## config.mk

```make
export PLATFORM = sky130hd
export DESIGN_NAME = mvm_y_serializer
export DESIGN_NICKNAME = d
export VERILOG_FILES = /design/src/rtl/mvm_y_serializer.sv
export SDC_FILE = /design/constraint.sdc
export NUM_CORES = 1
export LEC_CHECK = 0
export CAP_MARGIN = 10
export CORE_MARGIN = 4
export CORE_UTILIZATION = 35
export CTS_BUF_LIST = sky130_fd_sc_hd__clkbuf_2 sky130_fd_sc_hd__clkbuf_4 sky130_fd_sc_hd__clkbuf_8
export DETAILED_ROUTE_END_ITERATION = 16
export PLACE_DENSITY = 0.56
export SYNTH_ARGS = -nofsm -noshare
export SYNTH_HDL_FRONTEND = slang
export SYNTH_SLANG_ARGS = --single-unit
```

## constraint.sdc

```tcl
create_clock -name clk -period 18.7 [get_ports clk]
set_input_delay 3.74 -clock clk [delete_from_list [all_inputs] [get_ports clk]]
set_output_delay 3.74 -clock clk [all_outputs]
set_load 0.05 [all_outputs]
```

## src/rtl/mvm_y_serializer.sv

```systemverilog
// Output stage of the MVM UART system: buffers one result vector and emits it
// as a stream of BITS_PER_WORD-bit words over a valid/ready handshake.
module mvm_y_serializer #(
    parameter int R             = 8,
    parameter int W_Y_OUT       = 32,
    parameter int BITS_PER_WORD = 8
) (
    input  logic                          clk,
    input  logic                          rst,
    input  logic                          s_valid,
    output logic                          s_ready,
    input  logic [R-1:0][W_Y_OUT-1:0]     s_data,
    output logic                          m_valid,
    input  logic                          m_ready,
    output logic [BITS_PER_WORD-1:0]      m_data
);

    localparam int BYTES_PER_Y = W_Y_OUT / BITS_PER_WORD;
    localparam int N_WORDS     = R * BYTES_PER_Y;
    localparam int FRAME_W     = R * W_Y_OUT;
    localparam int CNT_W       = (N_WORDS > 1) ? $clog2(N_WORDS) : 1;
    localparam logic [CNT_W-1:0] LAST_WORD = CNT_W'(N_WORDS - 1);

    typedef enum logic [0:0] {
        IDLE = 1'b0,
        SEND = 1'b1
    } state_t;

    state_t                     state;
    state_t                     next_state;
    logic [FRAME_W-1:0]         shreg;
    logic [FRAME_W-1:0]         shreg_next;
    logic [CNT_W-1:0]           cnt;
    logic [CNT_W-1:0]           cnt_next;
    logic                       m_valid_next;
    logic [BITS_PER_WORD-1:0]   m_data_next;

    // s_ready comes straight from state so it reads 1 while rst is held
    assign s_ready = (state == IDLE);

    // Next-state, frame buffer and word counter; m_valid/m_data are precomputed
    // from the next values so the registered outputs line up with the state.
    always_comb begin
        next_state = state;
        shreg_next = shreg;
        cnt_next   = cnt;
        case (state)
            IDLE: begin
                if (s_valid) begin
                    next_state = SEND;
                    shreg_next = s_data;
                    cnt_next   = {CNT_W{1'b0}};
                end else begin
                    next_state = IDLE;
                end
            end
            SEND: begin
                if (m_ready) begin
                    shreg_next = shreg >> BITS_PER_WORD;
                    if (cnt == LAST_WORD) begin
                        next_state = IDLE;
                    end else begin
                        cnt_next = cnt + CNT_W'(1);
                    end
                end else begin
                    next_state = SEND;
                end
            end
            default: begin
                next_state = IDLE;
            end
        endcase
        m_valid_next = (next_state == SEND);
        m_data_next  = shreg_next[BITS_PER_WORD-1:0];
    end

    // State, frame buffer and registered output word
    always_ff @(posedge clk or posedge rst) begin
        if (rst) begin
            state   <= IDLE;
            shreg   <= {FRAME_W{1'b0}};
            cnt     <= {CNT_W{1'b0}};
            m_valid <= 1'b0;
            m_data  <= {BITS_PER_WORD{1'b0}};
        end else begin
            state   <= next_state;
            shreg   <= shreg_next;
            cnt     <= cnt_next;
            m_valid <= m_valid_next;
            m_data  <= m_data_next;
        end
    end

endmodule

```

==> summary.txt, run 1 <==
STA
  – Setup TNS: 0 ns
  – Fmax: 138.8 MHz
  – Tcrit/Tclk final: 0.3852
  – Final Critical Period: 7.203 ns
  – Final hold vios: 0
  – Worst-Margin Slew: 1.434 ns
  – RSZ-0062 raised after global routing: false
  – Slew headroom: 0.04390
  – Final clock skew: 0.01449 ns
  – Setup violations, final: 0
  – Final Max Slew Viols: 0

GRT
  – First-pass GRT wire length: 49.55 mm
  – Grt ovf: 0
  – Vias in the first global route: 8,982
  – Antenna violations before repair: 7
  – Total track usage: 0.1609
  – Largest net degree at the start of global routing: 294

Routing
  – Remaining DRCs: 0
  – Routed WL: 30.77 mm
  – Vias: 8,575
  – DR iter-0 viols: 479
  – Drt first pass iters: 5
  – Antenna Nets Post-Route: 0
  – Wire length per cell: 16.60 um
  – DR vias/cell: 4.625

Synth
  – Post-synthesis cell count: 1,133
  – Netlist cell types: 24
  – Post-synthesis sequential element count: 262
  – Yosys warnings: 0
  – Fraction of the yosys area taken by sequential cells: 0.5406
  – Syn_nets: 1,395
  – Avg Inst Size Synth: 10.70 sq um
  – Mapped Area: 12,130 sq um

Critical path
  – CP startpoint: state
  – WP data required: 14.96 ns
  – R2r worst-path depth: 6
  – WS Path Type: reg -> out
  – Startpoint Class: register
  – Reg2Reg Capture Point: shreg[124]
  – Reg2Reg Setup Slack: 14.12 ns
  – Cell family with most CP delay: buffers and inverters
  – Crit path capture: s_ready
  – Reg2reg start: state
  – Slowest cell delay on critical path: 0.97 ns
  – Cell depth of the worst setup path: 3
  – Slowest cell on the critical path: dfrtp_4
  – CP max FO: 144
  – CP bufs+invs: 3
  – Worst-path cell chain: buf_12, inv_2, clkdlybuf4s50_1
  – Crit end category: output port
  – WP data arrival: 3.46 ns

CTS
  – # resized after CTS: 0
  – H-tree depth: 2
  – Worst-Skew Late Latency: 0.55 ns
  – CTS Hold Bufs: 0
  – Root Buffer Master: clkbuf_8
  – CTS tree: done
  – Sink Count: 262
  – Clk pin slew, worst setup/hold paths: 0.06 ns
  – Buffer depth of the longest clock path: 3
  – Post-CTS setup buffers: 0
  – TritonCTS buffer count: 48

Floorplan
  – Die Footprint: 37,690 sq um
  – # rows: 67
  – Initial Util: 0.3581
  – DIE HEIGHT: 194.2 um
  – Core Box Area: 33,870 sq um
  – Num ports: 270
  – Die Wd: 194.2 um

Place
  – Hpwl dp: 20.77 mm
  – Routability cong.: 0.7648
  – Port Buf Inserts: 269
  – Placed Area: 14,820 sq um

Outcome
  – Status: finished, final reports clean

Cells and area
  – Share of cells above drive strength 1: 0.06847
  – Final #Nets: 1,629
  – Most frequent cells in the layout: 269 x clkdlybuf4s50_1, 261 x dfrtp_1, 253 x nand2_1, 251 x mux2i_1, 248 x o21ai_1
  – Final instance area: 15,850 sq um
  – Most common cell after layout, fill and taps aside: clkdlybuf4s50_1
  – Area Overhead vs Synth: 30.66%

Job
  – Max Cap Viol: 0

Pwr
  – Pwr Total: 1.976 mW
  – Pwr per Cell Area: 124.7 nW/um^2
  – Max VDD drop: 0.05382 mV
  – P_leak: 8.240 nW

Worst hold path
  – HP Class: reg -> reg
==> area by class of cell <==
type	instances	area, sq um
flip-flops and latches	262	6560
diodes	4	10.01
clock buffers	76	939.7
well taps	448	560.5
clock inverters	9	77.57
fillers	3246	18020
inverters	2	15.01
multi-input cells	777	4913
repair buffers	276	2770
==> registers in the layout (all words and copies together), names as in the netlist <==
signal,count
state,1
shreg,256
cnt,5
==> cells in the mapped netlist <==
| master | instances | area (sq um) |
|---|---|---|
| a22o_1 | 8 | 70.07 |
| a31oi_1 | 1 | 6.260 |
| and3_1 | 1 | 6.260 |
| and4_1 | 1 | 8.760 |
| buf_2 | 44 | 220.2 |
| buf_4 | 11 | 82.58 |
| buf_6 | 29 | 326.6 |
| clkbuf_1 | 8 | 30.03 |
| dfrtp_1 | 262 | 6556 |
| ha_1 | 2 | 25.02 |
| inv_1 | 1 | 3.750 |
| inv_2 | 1 | 3.750 |
| mux2i_1 | 251 | 2512 |
| mux2i_2 | 1 | 13.76 |
| nand2_1 | 253 | 949.7 |
| nand2b_1 | 1 | 6.260 |
| nand3b_1 | 1 | 7.510 |
| nor2_1 | 1 | 3.750 |
| nor2b_1 | 2 | 12.51 |
| o21ai_0 | 1 | 5.000 |
| o21ai_1 | 248 | 1241 |
| o22ai_1 | 3 | 18.77 |
| xnor2_1 | 1 | 8.760 |
| xor2_1 | 1 | 8.760 |
==> worst min path at each step <==
stage | endpoint | start | cells past startpoint | slack (ns)
CTS | cnt[3] | cnt[3] | 1 | 0.48
detailed placement | shreg[54] | shreg[54] | 2 | 0.47
finish | cnt[3] | cnt[3] | 1 | 0.48
global placement | cnt[3] | cnt[3] | 1 | 0.46
global route | cnt[3] | cnt[3] | 1 | 0.50
floorplan | cnt[3] | cnt[3] | 1 | 0.44
==> logic make-up (layout without fill, tap and decap cells) <==
group,count (synthesis),count (layout),share of synthesized area
xor gates and xnor gates,2,2,0.001445
and+or+nand+nor,260,260,0.08202
buffers and inverters,94,363,0.05499
muxes,252,252,0.2083
AOI/OAI and AO/OA,261,261,0.1106
other,0,4,0
adders and majority gates,2,2,0.002063
DFF,262,262,0.5406
==> power breakdown <==
part,switching (mW),internal (mW),total (mW)
clock network,0.240,0.332,0.571
registers,0.127,0.784,0.911
logic,0.251,0.242,0.493
==> metrics by stage <==
step,hold slack (ns),setup slack [ns],std cells,util
2_1_floorplan,0.4384,7.748,1133,-
3_3_place_gp,0.4645,11.77,1765,0.4376
3_5_place_dp,0.4749,11.79,1765,0.4376
4_1_cts,0.4845,11.44,1850,0.4676
5_1_grt,0.4993,11.30,1853,0.4678
6_report,0.4806,11.50,1854,0.4679
==> layer usage <==
| metal | vias to the layer above | global-route usage | part of all wire |
|---|---|---|---|
| li1 | 4377 | - | - |
| met1 | 3941 | 0.2089 | 0.44 |
| met2 | 192 | 0.2572 | 0.47 |
| met3 | 57 | 0.05195 | 0.069 |
| met4 | 8 | 0.05130 | 0.023 |
| met5 | - | 0 | 0.0015 |
Note: power is estimated with default switching activity, not from simulation.
==> run 2: changes to the inputs <==
Clock period 18.7 ns to 7.5 ns, I/O delays scaled along.
==> run 2 against run 1 <==
Compared with the run above: final cell count down 0.11%; flip-flop and latch count unchanged; register-to-register slack worse by 10 ns; first-iteration DRC count down 5.6%; clock power up 150%.
==> summary.txt, run 2 (same netlist as run 1, synthesis figures left out) <==
Cells and area
  – Most common cell after layout, fill and taps aside: clkdlybuf4s50_1
  – Max reg flops: 256
  – Largest regs: shreg x256, cnt x5, state x1
  – Sequential cell area: 6560 sq um
  – Most frequent cells in the layout: 269 x clkdlybuf4s50_1, 261 x dfrtp_1, 253 x nand2_1, 251 x mux2i_1, 248 x o21ai_1
  – Share of cells above drive strength 1: 0.06714
  – Largest Register: shreg
  – # fillers: 3,263
  – Final #Nets: 1,630
  – Finished Core Util: 0.4683
  – Area Overhead vs Synth: 30.77%
  – Area occupied by multi-input gates: 4913 sq um

Floorplan
  – Initial Util: 0.3581
  – Num ports: 270
  – DIE HEIGHT: 194.2 um
  – Core Box Area: 33,870 sq um
  – Die Wd: 194.2 um
  – # rows: 67
  – Die Footprint: 37,690 sq um

CTS
  – # resized after CTS: 0
  – Clk pin slew, worst setup/hold paths: 0.05 ns
  – Root Buffer Master: clkbuf_8
  – CTS Hold Bufs: 0
  – Worst-Skew Late Latency: 0.54 ns
  – Post-CTS setup buffers: 0
  – Buffer depth of the longest clock path: 3
  – CTS tree: done
  – Sink Count: 262
  – H-tree depth: 2
  – TritonCTS buffer count: 48

Routing
  – Routed WL: 30.88 mm
  – DR iter-0 viols: 452
  – Remaining DRCs: 0
  – Wire length per cell: 16.67 um
  – DR vias/cell: 4.640
  – Antenna Nets Post-Route: 0
  – Vias: 8,594
  – Drt first pass iters: 4

Outcome
  – Status: finished, final reports clean

Worst hold path
  – Hold path depth: 1
  – Hold Path End: cnt[3]
  – HP Class: reg -> reg
  – Hold Startpoint: cnt[3]

Critical path
  – R2r worst-path depth: 4
  – Reg2Reg Capture Point: shreg[146]
  – Reg2reg start: state
  – Startpoint Class: register
  – WP data arrival: 2.60 ns
  – CP max FO: 60
  – WS Path Type: reg -> out
  – Crit end category: output port
  – WP data required: 6.00 ns
  – Reg2Reg Setup Slack: 3.87 ns

STA
  – Setup violations, final: 0
  – Final clock skew: 0.01527 ns
  – Final hold vios: 0
  – Final Critical Period: 4.098 ns
  – RSZ-0062 raised after global routing: false
  – Worst-Margin Slew: 1.134 ns
  – Slew headroom: 0.2441
  – Final Max Slew Viols: 0
  – Tcrit/Tclk final: 0.5464
  – Setup TNS: 0 ns
  – Fmax: 244.0 MHz

Job
  – Max Cap Viol: 0

Place
  – Routability cong.: 0.7813
  – Port Buf Inserts: 269
  – Hpwl dp: 20.96 mm

Pwr
  – P_leak: 8.249 nW
  – Max VDD drop: 0.1273 mV
  – Pwr per Cell Area: 309.5 nW/um^2

GRT
  – Antenna violations before repair: 6
  – Total track usage: 0.1590
  – Largest net degree at the start of global routing: 263
  – Grt ovf: 0
  – First-pass GRT wire length: 49.15 mm
  – Vias in the first global route: 9,103
[run 2: cell count changes in the layout (fill, tap and decap cells not counted)]
cell and change:
clkinvlp_4 -2, buf_4 -1, inv_8 -1, clkbuf_4 +3, buf_12 +2, clkinv_2 -3
[run 2: how the worst max path moves through the flow]
stage | start | endpoint | slack, ns | depth (start not counted)
2_1_floorplan | rst | cnt[0] | 2.54 | 1
3_3_place_gp | state | shreg[146] | 3.83 | 4
3_5_place_dp | state | shreg[146] | 3.83 | 4
4_1_cts | state | s_ready | 3.28 | 2
5_1_grt | state | s_ready | 3.22 | 2
6_report | state | s_ready | 3.40 | 2
[run 2: final cells by class]
class,instances,area share
Clock buffer,79,0.06067
Timing Repair Buffer,277,0.1767
Inverter,2,0.0007100
Clock inverter,3,0.002524
Multi-Input combinational cell,777,0.3098
Sequential cell,262,0.4136
Antenna cell,4,0.0006311
Tap cell,448,0.03534
[run 2: through the flow]
step / instances / hold slack, ns / power, mW / cell area [sq um] / setup slack (ns)
6_report: 1852 / 0.4685 / 4.909 / 15860 / 3.402
5_1_grt: 1852 / 0.4939 / 5.274 / 15860 / 3.217
4_1_cts: 1848 / 0.4717 / 5.008 / 15850 / 3.283
3_5_place_dp: 1766 / 0.4642 / 3.557 / 14850 / 3.835
3_3_place_gp: 1766 / 0.4618 / 3.510 / 14850 / 3.832
2_1_floorplan: 1133 / 0.4384 / 3.163 / 12130 / 2.544
[run 2: power breakdown]
| part | switching (mW) | internal, mW |
|---|---|---|
| logic | 0.620 | 0.606 |
| registers | 0.319 | 1.96 |
| clock network | 0.574 | 0.836 |
| total | 1.51 | 3.40 |
[run 2: per-layer routing]
layer	vias up	routed length, um	GRT usage
li1	4376	-	-
met1	3974	14010	0.2101
met2	187	14220	0.2531
met3	53	1965	0.04848
met4	4	658	0.04818
met5	-	19	0
[run 2: worst max-delay path, cell delays in order (launching register included)]
cell and delay [ns]:
dfrtp_4 1.08, inv_2 0.19, clkdlybuf4s50_1 0.80
==> run 3: changes to the inputs <==
Settings changed: PLACE_DENSITY 0.56 to 0.58.
Clock period 7.5 ns to 3.56 ns, I/O delays scaled along.
==> run 3 against run 2 <==
Compared with the run above: critical path depth unchanged; global-route usage increased by 0.23 points; sequential power increased by 110%; total power increased by 110%; flip-flop and latch count unchanged; combinational power increased by 110%; via count increased by 0.49%; final cell count increased by 0.22%; setup slack got worse by 2.8 ns; routed wire length increased by 0.56%; clock-buffer cell count increased by 2; die area unchanged; critical path type unchanged; critical endpoint unchanged.
==> summary.txt, run 3 (same netlist as run 1, synthesis figures left out) <==
Outcome
  – Status: finished, final reports clean

Routing
  – Wire length per cell: 16.73 um
  – Wire length on met2: 14.65 mm
  – Drt first pass iters: 4
  – Antenna Nets Post-Route: 0
  – Remaining DRCs: 0
  – Vias: 8,636
  – Routed WL: 31.05 mm
  – DR iter-0 viols: 542
  – Uppermost layer routed: met5
  – Wire length on met1: 13.97 mm
  – Metal3 WL: 1.788 mm
  – DR vias/cell: 4.653

CTS
  – Worst-Skew Late Latency: 0.56 ns
  – Root Buffer Master: clkbuf_8
  – TritonCTS buffer count: 49
  – Post-CTS setup buffers: 0
  – # resized after CTS: 0
  – Clk pin slew, worst setup/hold paths: 0.06 ns
  – CTS tree: done
  – CTS Hold Bufs: 0
  – H-tree depth: 2
  – Sink Count: 262
  – Buffer depth of the longest clock path: 3

Cells and area
  – Area Overhead vs Synth: 31.17%
  – Most frequent cells in the layout: 269 x clkdlybuf4s50_1, 261 x dfrtp_1, 253 x nand2_1, 251 x mux2i_1, 248 x o21ai_1
  – Sequential cell area: 6560 sq um
  – Final #Nets: 1,633
  – Share of cells above drive strength 1: 0.06980
  – Final instance area: 15,910 sq um
  – Finished Core Util: 0.4697
  – Area occupied by multi-input gates: 4913 sq um
  – Most common cell after layout, fill and taps aside: clkdlybuf4s50_1
  – Largest Register: shreg
  – Largest regs: shreg x256, cnt x5, state x1
  – Max reg flops: 256
  – # fillers: 3,253

Pwr
  – Max VDD drop: 0.3221 mV
  – Sw Share: 0.3129
  – Combinational Power Share: 0.252
  – P_leak: 8.264 nW
  – Pwr per Cell Area: 651.0 nW/um^2
  – Flop pwr share: 0.462
  – Clock Power Share: 0.286
  – Pwr Total: 10.36 mW
  – Power Internal: 7.116 mW
  – Net Switching: 3.240 mW

Floorplan
  – Num ports: 270
  – DIE HEIGHT: 194.2 um
  – Die Wd: 194.2 um
  – # rows: 67
  – Initial Util: 0.3581
  – Core Box Area: 33,870 sq um
  – Die Footprint: 37,690 sq um

Critical path
  – WP data required: 2.85 ns
  – CP startpoint: state
  – Slowest cell delay on critical path: 0.87 ns
  – R2r worst-path depth: 3
  – WS Path Type: reg -> out
  – WP data arrival: 2.28 ns
  – Slowest cell on the critical path: clkdlybuf4s50_1
  – Reg2reg start: state
  – Worst-path cell chain: inv_2, clkdlybuf4s50_1
  – Reg2Reg Capture Point: shreg[45]
  – Reg2Reg Setup Slack: 1.33 ns
  – Crit end category: output port
  – Crit path capture: s_ready
  – CP max FO: 27
  – Startpoint Class: register

STA
  – Fmax: 333.9 MHz
  – Worst-Margin Slew: 1.068 ns
  – Slew headroom: 0.2879
  – Setup TNS: 0 ns
  – Final clock skew: 0.01255 ns
  – Final Max Slew Viols: 0
  – Final hold vios: 0
  – Tcrit/Tclk final: 0.8412
  – Setup violations, final: 0
  – PnR worst setup slack: 0.5655 ns
  – RSZ-0062 raised after global routing: false
  – Final Critical Period: 2.995 ns

GRT
  – First-pass GRT wire length: 49.87 mm
  – Total track usage: 0.1612
  – Vias in the first global route: 9,189
  – Antenna violations before repair: 6
  – Grt ovf: 0
  – Largest net degree at the start of global routing: 179

Place
  – Port Buf Inserts: 269
  – Routability cong.: 0.7676
  – Placed Area: 14,900 sq um
  – Setup WS pre-CTS: 1.029 ns
  – Hpwl dp: 20.98 mm

Job
  – Max Cap Viol: 0

Worst hold path
  – HP Class: reg -> reg
==> run 3: cell count changes in the layout (fill, tap and decap cells not counted) <==
cell        change
bufinv_16       -1
clkbuf_4        +2
clkinvlp_4      +2
buf_4           -1
buf_12          +3
clkinv_2        -1
==> run 3: cell type report <==
type	instances	area share
diodes	4	0.0006292
multi-input cells	777	0.3089
clock buffers	81	0.06143
well taps	448	0.03524
clock inverters	3	0.001258
repair buffers	279	0.1795
inverters	2	0.0007079
flip-flops and latches	262	0.4124
==> run 3: routing by layer <==
metal  up-vias  track usage
met5         -            0
met4         6      0.04661
met3        63      0.03927
met2       198       0.2649
met1      3984       0.2133
li1       4385            -
==> run 3: worst min path at each step <==
| stage | end | start | cells past startpoint | slack (ns) |
|---|---|---|---|---|
| after detailed placement | cnt[3] | cnt[3] | 1 | 0.47 |
| after CTS | shreg[83] | shreg[83] | 2 | 0.49 |
| after floorplan | cnt[3] | cnt[3] | 1 | 0.44 |
| after global routing | shreg[101] | shreg[101] | 2 | 0.49 |
| after global placement | cnt[3] | cnt[3] | 1 | 0.46 |
| final | shreg[225] | shreg[225] | 2 | 0.48 |
==> run 3: per-stage QoR <==
stage | instances | hold WS (ns)
floorplan | 1133 | 0.4384
global placement | 1768 | 0.4641
detailed placement | 1768 | 0.4723
CTS | 1852 | 0.4860
global route | 1855 | 0.4924
finish | 1856 | 0.4801
==> run 3: power by group through the flow <==
stage | clock network (mW) | logic [mW] | registers (mW)
after detailed placement | 0 | 2.68 | 4.84
after global placement | 0 | 2.59 | 4.81
final | 2.96 | 2.61 | 4.79
after CTS | 3.08 | 2.67 | 4.80
after global routing | 3.21 | 3.00 | 4.94
after floorplan | 0 | 2.06 | 4.61
==> run 3: worst max-delay path, delay by kind of cell, from the launching register on <==
kind,cells,cell delay [ns]
buf+inv,2,1.06
flops,1,0.66
